===== src/rtl/int_ctrl_pkg.sv =====
// Shared definitions for the interrupt controller: bus widths, default
// register addresses, FSM state encoding and a select-width helper.
package int_ctrl_pkg;

    localparam int unsigned ADDR_W  = 16;
    localparam int unsigned DATA_W  = 8;
    localparam int unsigned MAX_IRQ = 8;

    localparam logic [ADDR_W-1:0] IF_ADDR_DEF = 16'hff0f;
    localparam logic [ADDR_W-1:0] IE_ADDR_DEF = 16'hffff;

    typedef enum logic [0:0] {
        ST_IDLE  = 1'b0,
        ST_OFFER = 1'b1
    } state_t;

    // Width of a channel index; never zero so a single channel still has a select bit.
    function automatic int unsigned sel_width(input int unsigned n);
        return (n > 1) ? $clog2(n) : 1;
    endfunction

endpackage


===== src/rtl/int_ctrl_if.sv =====
// CPU-side bus of the interrupt controller.
//   address/wdata/load/store : register access from the CPU
//   rdata/rsel               : combinational read data and read-select
//   intreq/intaddress/intack : interrupt request, vector and acknowledge
interface int_ctrl_if;
    import int_ctrl_pkg::*;

    logic [ADDR_W-1:0] address;
    logic [DATA_W-1:0] wdata;
    logic              load;
    logic              store;
    logic [DATA_W-1:0] rdata;
    logic              rsel;
    logic              intreq;
    logic [ADDR_W-1:0] intaddress;
    logic              intack;

    modport master (
        output address, wdata, load, store, intack,
        input  rdata, rsel, intreq, intaddress
    );

    modport slave (
        input  address, wdata, load, store, intack,
        output rdata, rsel, intreq, intaddress
    );

endinterface


===== src/rtl/int_prio.sv =====
// Lowest-index-wins priority encoder.
//   req     : request vector, bit i is channel i
//   idx_c   : index of the lowest set bit (0 when none)
//   valid_c : at least one request present
module int_prio
    import int_ctrl_pkg::*;
#(
    parameter int unsigned NUM_IRQ = 5,
    parameter int unsigned SEL_W   = sel_width(NUM_IRQ)
) (
    input  logic [NUM_IRQ-1:0] req,
    output logic [SEL_W-1:0]   idx_c,
    output logic               valid_c
);

    // Scan high to low so the lowest set bit is the last one written.
    always_comb begin
        idx_c   = '0;
        valid_c = 1'b0;
        for (int i = NUM_IRQ - 1; i >= 0; i--) begin
            if (req[i]) begin
                idx_c   = SEL_W'(i);
                valid_c = 1'b1;
            end
        end
    end

endmodule


===== src/rtl/int_ctrl.sv =====
// Edge-triggered interrupt controller with flag (IF) and enable (IE)
// registers, lowest-index priority and a two-state offer/ack handshake.
//   clock4 : clock, resetn : async active-low reset
//   src    : interrupt source levels, bit i is channel i
//   bus    : CPU register access plus intreq/intaddress/intack
module int_ctrl
    import int_ctrl_pkg::*;
#(
    parameter int unsigned       NUM_IRQ    = 5,
    parameter logic [ADDR_W-1:0] VEC_BASE   = 16'h0040,
    parameter logic [ADDR_W-1:0] VEC_STRIDE = 16'h0008,
    parameter logic [ADDR_W-1:0] IF_ADDR    = IF_ADDR_DEF,
    parameter logic [ADDR_W-1:0] IE_ADDR    = IE_ADDR_DEF
) (
    input  logic               clock4,
    input  logic               resetn,
    input  logic [NUM_IRQ-1:0] src,
    int_ctrl_if.slave          bus
);

    localparam int unsigned SEL_W = sel_width(NUM_IRQ);

    logic [NUM_IRQ-1:0] src_q;
    logic               primed;
    logic [NUM_IRQ-1:0] rise;
    logic [NUM_IRQ-1:0] if_q, if_nxt;
    logic [NUM_IRQ-1:0] ie_q, ie_nxt;
    logic [NUM_IRQ-1:0] pend;
    logic               hit_if, hit_ie;
    logic               wr_if, wr_ie;
    logic               ack_fire;
    logic [SEL_W-1:0]   prio_idx;
    logic               prio_vld;
    state_t             state, state_nxt;
    logic [SEL_W-1:0]   sel, sel_nxt;
    logic [DATA_W-1:0]  rd_if, rd_ie;

    assign hit_if   = (bus.address == IF_ADDR);
    assign hit_ie   = (bus.address == IE_ADDR);
    assign wr_if    = bus.store && hit_if;
    assign wr_ie    = bus.store && hit_ie;
    assign ack_fire = (state == ST_OFFER) && bus.intack;
    assign pend     = if_q & ie_q;

    // primed stays low for the first clock after reset, so a source that is
    // already high at release only loads the history and never counts as an edge.
    assign rise = src & ~src_q & {NUM_IRQ{primed}};

    // Source history.
    always_ff @(posedge clock4 or negedge resetn) begin
        if (!resetn) begin
            src_q  <= '0;
            primed <= 1'b0;
        end else begin
            src_q  <= src;
            primed <= 1'b1;
        end
    end

    // IF resolution order: CPU write, then ack clear, then edge set.
    always_comb begin
        if_nxt = if_q;
        ie_nxt = ie_q;
        if (wr_if) if_nxt = bus.wdata[NUM_IRQ-1:0];
        if (wr_ie) ie_nxt = bus.wdata[NUM_IRQ-1:0];
        if (ack_fire) if_nxt[sel] = 1'b0;
        if_nxt = if_nxt | rise;
    end

    // Flag and enable registers.
    always_ff @(posedge clock4 or negedge resetn) begin
        if (!resetn) begin
            if_q <= '0;
            ie_q <= '0;
        end else begin
            if_q <= if_nxt;
            ie_q <= ie_nxt;
        end
    end

    int_prio #(
        .NUM_IRQ (NUM_IRQ),
        .SEL_W   (SEL_W)
    ) u_prio (
        .req     (pend),
        .idx_c   (prio_idx),
        .valid_c (prio_vld)
    );

    // FSM state register; sel is latched only on entry to OFFER.
    always_ff @(posedge clock4 or negedge resetn) begin
        if (!resetn) begin
            state <= ST_IDLE;
            sel   <= '0;
        end else begin
            state <= state_nxt;
            sel   <= sel_nxt;
        end
    end

    // FSM next state; OFFER leaves on ack or when the offered channel is
    // no longer both flagged and enabled after this cycle's updates.
    always_comb begin
        state_nxt = state;
        sel_nxt   = sel;
        case (state)
            ST_IDLE: begin
                if (prio_vld) begin
                    state_nxt = ST_OFFER;
                    sel_nxt   = prio_idx;
                end
            end
            ST_OFFER: begin
                if (ack_fire || !(if_nxt[sel] && ie_nxt[sel])) begin
                    state_nxt = ST_IDLE;
                end
            end
            default: state_nxt = ST_IDLE;
        endcase
    end

    // FSM outputs, decoded from registered state only.
    always_comb begin
        bus.intreq     = 1'b0;
        bus.intaddress = '0;
        if (state == ST_OFFER) begin
            bus.intreq     = 1'b1;
            bus.intaddress = VEC_BASE + ADDR_W'(sel) * VEC_STRIDE;
        end
    end

    // Register readback; unimplemented high bits read as 1.
    always_comb begin
        rd_if                = '1;
        rd_ie                = '1;
        rd_if[NUM_IRQ-1:0]   = if_q;
        rd_ie[NUM_IRQ-1:0]   = ie_q;
        bus.rsel             = bus.load && (hit_if || hit_ie);
        bus.rdata            = '1;
        if (bus.load && hit_if) begin
            bus.rdata = rd_if;
        end else if (bus.load && hit_ie) begin
            bus.rdata = rd_ie;
        end
    end

endmodule


===== src/flat_wrapper.sv =====
// flat-port wrapper written by rule: the top's interface ports become plain ports
module int_ctrl_flat import int_ctrl_pkg::*;
#(
    parameter int unsigned       NUM_IRQ    = 5,
    parameter logic [ADDR_W-1:0] VEC_BASE   = 16'h0040,
    parameter logic [ADDR_W-1:0] VEC_STRIDE = 16'h0008,
    parameter logic [ADDR_W-1:0] IF_ADDR    = IF_ADDR_DEF,
    parameter logic [ADDR_W-1:0] IE_ADDR    = IE_ADDR_DEF
)
  (clock4, resetn, src, bus_address, bus_wdata, bus_load, bus_store, bus_intack, bus_rdata, bus_rsel, bus_intreq, bus_intaddress);
  int_ctrl_if bus_i ();
  input  logic clock4;
  input  logic resetn;
  input  logic [NUM_IRQ-1:0] src;
  input wire logic [$bits(bus_i.address)-1:0] bus_address;
  input wire logic [$bits(bus_i.wdata)-1:0] bus_wdata;
  input wire logic [$bits(bus_i.load)-1:0] bus_load;
  input wire logic [$bits(bus_i.store)-1:0] bus_store;
  input wire logic [$bits(bus_i.intack)-1:0] bus_intack;
  output wire logic [$bits(bus_i.rdata)-1:0] bus_rdata;
  output wire logic [$bits(bus_i.rsel)-1:0] bus_rsel;
  output wire logic [$bits(bus_i.intreq)-1:0] bus_intreq;
  output wire logic [$bits(bus_i.intaddress)-1:0] bus_intaddress;
  assign bus_i.address = bus_address;
  assign bus_i.wdata = bus_wdata;
  assign bus_i.load = bus_load;
  assign bus_i.store = bus_store;
  assign bus_i.intack = bus_intack;
  assign bus_rdata = bus_i.rdata;
  assign bus_rsel = bus_i.rsel;
  assign bus_intreq = bus_i.intreq;
  assign bus_intaddress = bus_i.intaddress;
  int_ctrl #(.NUM_IRQ(NUM_IRQ), .VEC_BASE(VEC_BASE), .VEC_STRIDE(VEC_STRIDE), .IF_ADDR(IF_ADDR), .IE_ADDR(IE_ADDR)) u_core (.clock4(clock4), .resetn(resetn), .src(src), .bus(bus_i));
endmodule

===== config.mk =====
export PLATFORM = sky130hd
export DESIGN_NAME = int_ctrl_flat
export DESIGN_NICKNAME = d
export VERILOG_FILES = /design/src/rtl/int_ctrl_pkg.sv /design/src/rtl/int_ctrl_if.sv /design/src/rtl/int_prio.sv /design/src/rtl/int_ctrl.sv /design/src/flat_wrapper.sv
export SDC_FILE = /design/constraint.sdc
export NUM_CORES = 1
export LEC_CHECK = 0
export ABC_AREA = 1
export ABC_CLOCK_PERIOD_IN_PS = 2700
export BUFFER_PORTS_ARGS = -buffer_cell sky130_fd_sc_hd__buf_2
export CAP_MARGIN = 20
export CORE_MARGIN = 2
export CORE_UTILIZATION = 30
export DETAILED_ROUTE_END_ITERATION = 10
export HOLD_SLACK_MARGIN = 0.1
export PLACE_DENSITY = 0.63
export SLEW_MARGIN = 40
export SYNTH_ARGS = -nofsm -noshare
export SYNTH_HDL_FRONTEND = slang
export SYNTH_HIERARCHICAL = 1
export SYNTH_SLANG_ARGS = --single-unit
export TNS_END_PERCENT = 100

===== constraint.sdc =====
create_clock -name clock4 -period 2.7 [get_ports clock4]
set_clock_uncertainty 0.2 [all_clocks]
set_input_delay 0.27 -clock clock4 [delete_from_list [all_inputs] [get_ports clock4]]
set_output_delay 0.27 -clock clock4 [all_outputs]
set_load 0.02 [all_outputs]

==> Word-level counts from Yosys, hierarchy flattened <==
Cells that the tools add are included.
{ "word_totals": {"ff_bits": 20, "wordCells": 57} }
{ "op_classes": {"muxes": 26, "n_eq_ne": 2, "addsub": 1, "reduce_logical": 12, "bitwise": 8, "n_lt_le_gt_ge": 2} }
{ "op_table": {"columns": ["cell", "n"], "rows": [
  ["16-bit equality test, second input constant", 2],
  ["5-bit AND", 4],
  ["5-bit two-way mux", 4],
  ["16-bit two-way mux", 1],
  ["3-bit two-way mux", 5],
  ["1-bit two-way mux", 11],
  ["5-bit inverter", 2],
  ["7-bit by 6-bit adder with 8-bit output, first input constant", 1],
  ["1-bit logical AND", 8],
  ["8-bit two-way mux", 1],
  ["1-bit binary-select mux with 3-bit select", 2],
  ["5-bit bitwise OR", 1],
  ["3-bit by 4-bit less-than comparator with 1-bit output, second input constant", 1],
  ["1-bit demux with 3-bit select", 1],
  ["3-bit by 1-bit >= comparator with 1-bit output, second input constant", 1],
  ["1-bit logical OR", 2],
  ["1-bit case mux with 2 select lines", 1],
  ["2-bit AND reduction", 1],
  ["1-bit zero test", 1],
  ["1-bit inverter", 1]
]} }

==> Longest topological paths before layout <==
{ "depth": {"depth_word": 15, "ltp_mapped": 14, "ltp_nobuf": 14} }

==> Hierarchy <==
Netlist, hierarchy kept.
{ "modules_own_cells": {"columns": ["module", "cells_each", "seq_area_each_um2", "n_inst", "area_per_inst_um2"], "rows": [
  ["int_ctrl", 192, 500.5, 1, 1355.0],
  ["int_prio", 11, 0.0, 1, 53.8]
]} }

==> Worst setup path after synthesis <==
Ideal clock, no wire load.
{ "synth_timing": {"path_kind": "input to output", "start": "in bus_address[4]", "end": "out bus_rdata[0]", "cell_stages": 6, "t_arrival_ns": 1.394, "setup_slack_ns": 0.836, "n_path_buf": 1, "cell_sequence": "nor2_1 > nand2_1 > nor2_4 > nand3_1 > clkbuf_1 > o21ai_0"} }
{ "synth_between": {"elab_chain_len": 4, "elab_cells_between_ends": 6, "classes_between": "eq/ne: 2; mux: 2; reduce/logical: 2"} }
{ "synth_rtl": {"columns": ["element", "line_no", "text"], "rows": [
  ["start: declaration", "flat_wrapper.sv:15", "input wire logic [$bits(bus_i.address)-1:0] bus_address;"],
  ["16-bit equality test", "int_ctrl.sv:39", "assign hit_ie = (bus.address == IE_ADDR);"],
  ["1-bit logical AND", "int_ctrl.sv:142", "end else if (bus.load && hit_ie) begin"],
  ["5-bit two-way mux", "int_ctrl.sv:142", null],
  ["8-bit two-way mux (*)", "int_ctrl.sv:140", "if (bus.load && hit_if) begin"],
  ["end: declaration", "flat_wrapper.sv:20", "output wire logic [$bits(bus_i.rdata)-1:0] bus_rdata;"]
]} }
Mark *: on every way between the ends. The rest lies on a longest branch, timed or not.

==> Worst setup path after layout <==
{ "layout_timing": {"start": "in bus_address[6]", "end": "out bus_rdata[0]"} }
The elaborated chain is that of the path after synthesis.

==> impl_summary.log <==
[metrics] status: completed
[metrics] area leader, netlist: sky130_fd_sc_hd__dfrtp_1
[metrics] Setup Viol. Count Final: 0
[metrics] post-layout net count: 284
[metrics] Fmax achieved: 500 MHz
[metrics] routed via count: 1294
[metrics] post-detailed-routing wire length: 3060 um
[metrics] slowest library cell on the worst path: sky130_fd_sc_hd__nand3_1
[metrics] critical path required time: 2230 ps
[metrics] Max Transition Viols Final: 0
[metrics] path type of the worst setup path: input port to output pin
[metrics] placeable core region: 0.00444 mm2
[metrics] number of instances in the synthesized netlist: 203
[metrics] H-tree Lvls: 1
[metrics] gate family responsible for the most delay along the worst path: simple AND/OR/NAND/NOR gates
[metrics] number of synthesized flops with an enable pin: 0
[metrics] total global routing track utilization: 12.6%
[metrics] Post-Place Cells: 291
[metrics] Yosys reg bits: 20
[metrics] Distinct cells, synth: 23
[metrics] peak ir drop on the vdd network: 352 uV
[metrics] CP cell instances: buf_2 -> nor2_1 -> nand2_1 -> nor2_4 -> nand3_1 -> o21ai_0 -> buf_2
[metrics] final clock period utilization by the worst path: 74.1%
[metrics] type of the tightest min-delay check: input port to flop
[metrics] CP arrival: 1530 ps
[metrics] wire length per cell after detailed routing: 10.2 um
[metrics] Die Y-Extent: 72.5 um
[metrics] wire length of the first global-routing pass: 5270 um
[metrics] PD cells: 716 mW/mm2
[metrics] PostCTS Resize Cnt: 0
[metrics] Total Die Area: 0.00526 mm2
[metrics] most common flop cell mapped by yosys: sky130_fd_sc_hd__dfrtp_1
[metrics] GPL Wtd Cong: 0.854
[metrics] final core utilization: 38.9%
[metrics] RSZ-0062 raised after global routing: no
[metrics] capturing element type of the critical path: output pin
[metrics] total negative slack: 0 ps
[metrics] Die Wd: 72.5 um
[metrics] register clock-pin slew on the reported worst setup and hold paths: 70 ps
[metrics] number of standard-cell rows in the floorplan: 24
[metrics] via density per instance: 4.30
[metrics] average cell area after synthesis: 6.94 um2
[metrics] slowest cell delay on critical path: 290 ps
[metrics] worst-case register-to-register setup slack: 1080 ps
[metrics] capture point of the critical path: bus_rdata[0]
[metrics] pin count of the biggest net entering global routing: 21
[metrics] share of layout cells above drive strength 1: 26.5%
[metrics] clock tree from TritonCTS: built
[metrics] area share of the largest cell type after synthesis: 35.5%
[metrics] worst-path maximum fanout: 11
[metrics] count of buffering cells on the critical path with inverters included: 2
[metrics] Hold Fails Final Rpt: 0
[metrics] launch point of the worst path: bus_address[6]
[metrics] most common cell type on the critical path: sky130_fd_sc_hd__buf_2
[metrics] maxcap violations: 0
[metrics] number of design rule violations left after detail routing: 0
[metrics] dpl hpwl: 2430 um
[metrics] largest cells by area after synthesis: sky130_fd_sc_hd__dfrtp_1, sky130_fd_sc_hd__nand2_1, sky130_fd_sc_hd__buf_4, sky130_fd_sc_hd__inv_1, sky130_fd_sc_hd__nand3_1
[metrics] starting utilization of the core area: 31.7%
[metrics] area growth from synthesis to layout: 22.6%
[metrics] root cell of the clock tree: sky130_fd_sc_hd__clkbuf_8
[metrics] via count of the first global-routing pass: 1209
[metrics] diode count: 0
[metrics] sequential-to-total area share from yosys stat: 35.5%
[metrics] share of synthesized flip-flops with an asynchronous set or reset: 100%
[metrics] largest buffer count on any clock path: 2
[metrics] initial antenna violation count: 0
[metrics] number of warnings issued by yosys: 6
[metrics] post-route ant nets: 0
[metrics] endpoint of the lowest-slack register-to-register path: u_core/state
[metrics] global route overflow: 0
[metrics] number of input and output port buffers inserted: 41
[metrics] CTS Buf Count: 3
[metrics] leakage power summed over all cells: 0.968 nW
[metrics] clock sink count: 20
[metrics] post-CTS setup-driven buffer insertion count: 0
[metrics] total number of cells along the worst setup path: 7
[metrics] min cycle time layout: 2000 ps
[metrics] Top Ports: 60
[metrics] clock insertion delay at the later pin of the skew report: 250 ps
[metrics] Non-Filler Instances: 301
[metrics] Initial DRT Pass Iterations: 4
[metrics] Worst Reg2Reg Path Length in Cells: 10
[metrics] Iteration-0 DRC Markers: 38
[metrics] critical path startpoint category: input port
[metrics] cell area after technology mapping: 0.00141 mm2
[metrics] Reg2Reg Launch Point: u_core/sel[0]
==> cell type report <==
| cell class | count | area, um2 |
|---|---|---|
| clock buffer | 3 | 41.3 |
| inverter | 35 | 131 |
| sequential | 20 | 500 |
| tap | 52 | 65.1 |
| multi-input combinational | 143 | 693 |
| fill | 476 | 2720 |
| clock inverter | 1 | 30.0 |
| timing repair buffer | 47 | 265 |
==> what timing repair did <==
action,4_1_cts,5_1_grt
hold buffers,6,0
hold endpoints to repair,27,0
setup endpoints to repair,0,0
==> kinds of logic after synthesis <==
logic type	after synthesis	synth area share (%)
flops	20	35.5
buf+inv	54	19.0
compound gates	16	5.95
other cells	2	0.533
simple gates	111	39.0
==> power breakdown <==
part / internal [mW] / total (mW) / switching, mW
Clock: 0.198 / 0.296 / 0.0987
Combinational: 0.175 / 0.499 / 0.324
Sequential: 0.364 / 0.441 / 0.0774
Total: 0.736 / 1.24 / 0.501
==> worst min-delay path by stage <==
stage	start	end	slack, ps	cells past startpoint
after floorplan	resetn	u_core/ie_q[0]	-230	0
after global placement	resetn	u_core/src_q[4]	40	1
after detailed placement	resetn	u_core/src_q[4]	40	1
after CTS	bus_wdata[1]	u_core/ie_q[1]	100	3
after global routing	bus_wdata[0]	u_core/ie_q[0]	100	3
final	bus_wdata[1]	u_core/ie_q[1]	100	3
==> worst register-to-register path, stage by stage (launching register included) <==
cell and delay, ps:
sky130_fd_sc_hd__dfrtp_1 530, sky130_fd_sc_hd__inv_1 160, sky130_fd_sc_hd__nand3_1 120, sky130_fd_sc_hd__nand3_1 80, sky130_fd_sc_hd__nand2_1 80, sky130_fd_sc_hd__nand2_1 70
sky130_fd_sc_hd__nand2_1 70, sky130_fd_sc_hd__nand2_1 50, sky130_fd_sc_hd__nor2_1 100, sky130_fd_sc_hd__nand2_1 60, sky130_fd_sc_hd__nand2_1 50
==> metal layers <==
| metal | vias to the layer above | part of all wire [%] | GRT usage, % |
|---|---|---|---|
| li1 | 682 | - | - |
| met1 | 576 | 46 | 16.7 |
| met2 | 36 | 49 | 21.7 |
| met3 | 0 | 4.5 | 2.50 |
| met4 | 0 | 0 | 1.85 |
| met5 | - | 0 | 0 |
==> cells in the final DEF (no fill, tap or decap) <==
cell type,n
sky130_fd_sc_hd__nand2_1,53
sky130_fd_sc_hd__buf_2,41
sky130_fd_sc_hd__inv_1,33
sky130_fd_sc_hd__dfrtp_1,20
sky130_fd_sc_hd__conb_1,16
sky130_fd_sc_hd__nand3_1,14
sky130_fd_sc_hd__nor2_1,13
sky130_fd_sc_hd__o21ai_0,10
sky130_fd_sc_hd__nor2_2,7
sky130_fd_sc_hd__dlygate4sd3_1,6
sky130_fd_sc_hd__nand2_2,6
sky130_fd_sc_hd__nand4_1,6
sky130_fd_sc_hd__nand3b_1,6
sky130_fd_sc_hd__a21oi_1,4
sky130_fd_sc_hd__clkbuf_8,3
sky130_fd_sc_hd__inv_2,2
sky130_fd_sc_hd__nor2_4,2
sky130_fd_sc_hd__bufinv_16,1
sky130_fd_sc_hd__nand3_2,1
sky130_fd_sc_hd__nand2_4,1
sky130_fd_sc_hd__nand3_4,1
sky130_fd_sc_hd__o21ai_2,1
sky130_fd_sc_hd__o21ai_1,1
sky130_fd_sc_hd__and2_1,1
==> synthesized netlist by cell type, drive strengths merged, types with 2 or more instances <==
library cell,n
nor2,22
a21oi,4
o21ai,12
nand4,6
nand3,16
nand2,60
conb,2
nand3b,6
buf,18
inv,35
dfrtp,20
==> stage by stage <==
step	power, mW	hold WS [ps]	area (um2)	worst slack, ps
global placement	0.931	40.8	1600	689
global route	1.36	102	1730	521
detailed placement	0.941	44.1	1600	681
finish	1.24	104	1730	699
CTS	1.25	101	1730	680
floorplan	0.826	-226	1460	836
==> flip-flops by register name (all words and copies together), names as in the netlist <==
register,count
u_core/state,1
u_core/primed,1
u_core/ie_q,5
u_core/if_q,5
u_core/sel,3
u_core/src_q,5
Power figures use the tool's default switching activity.
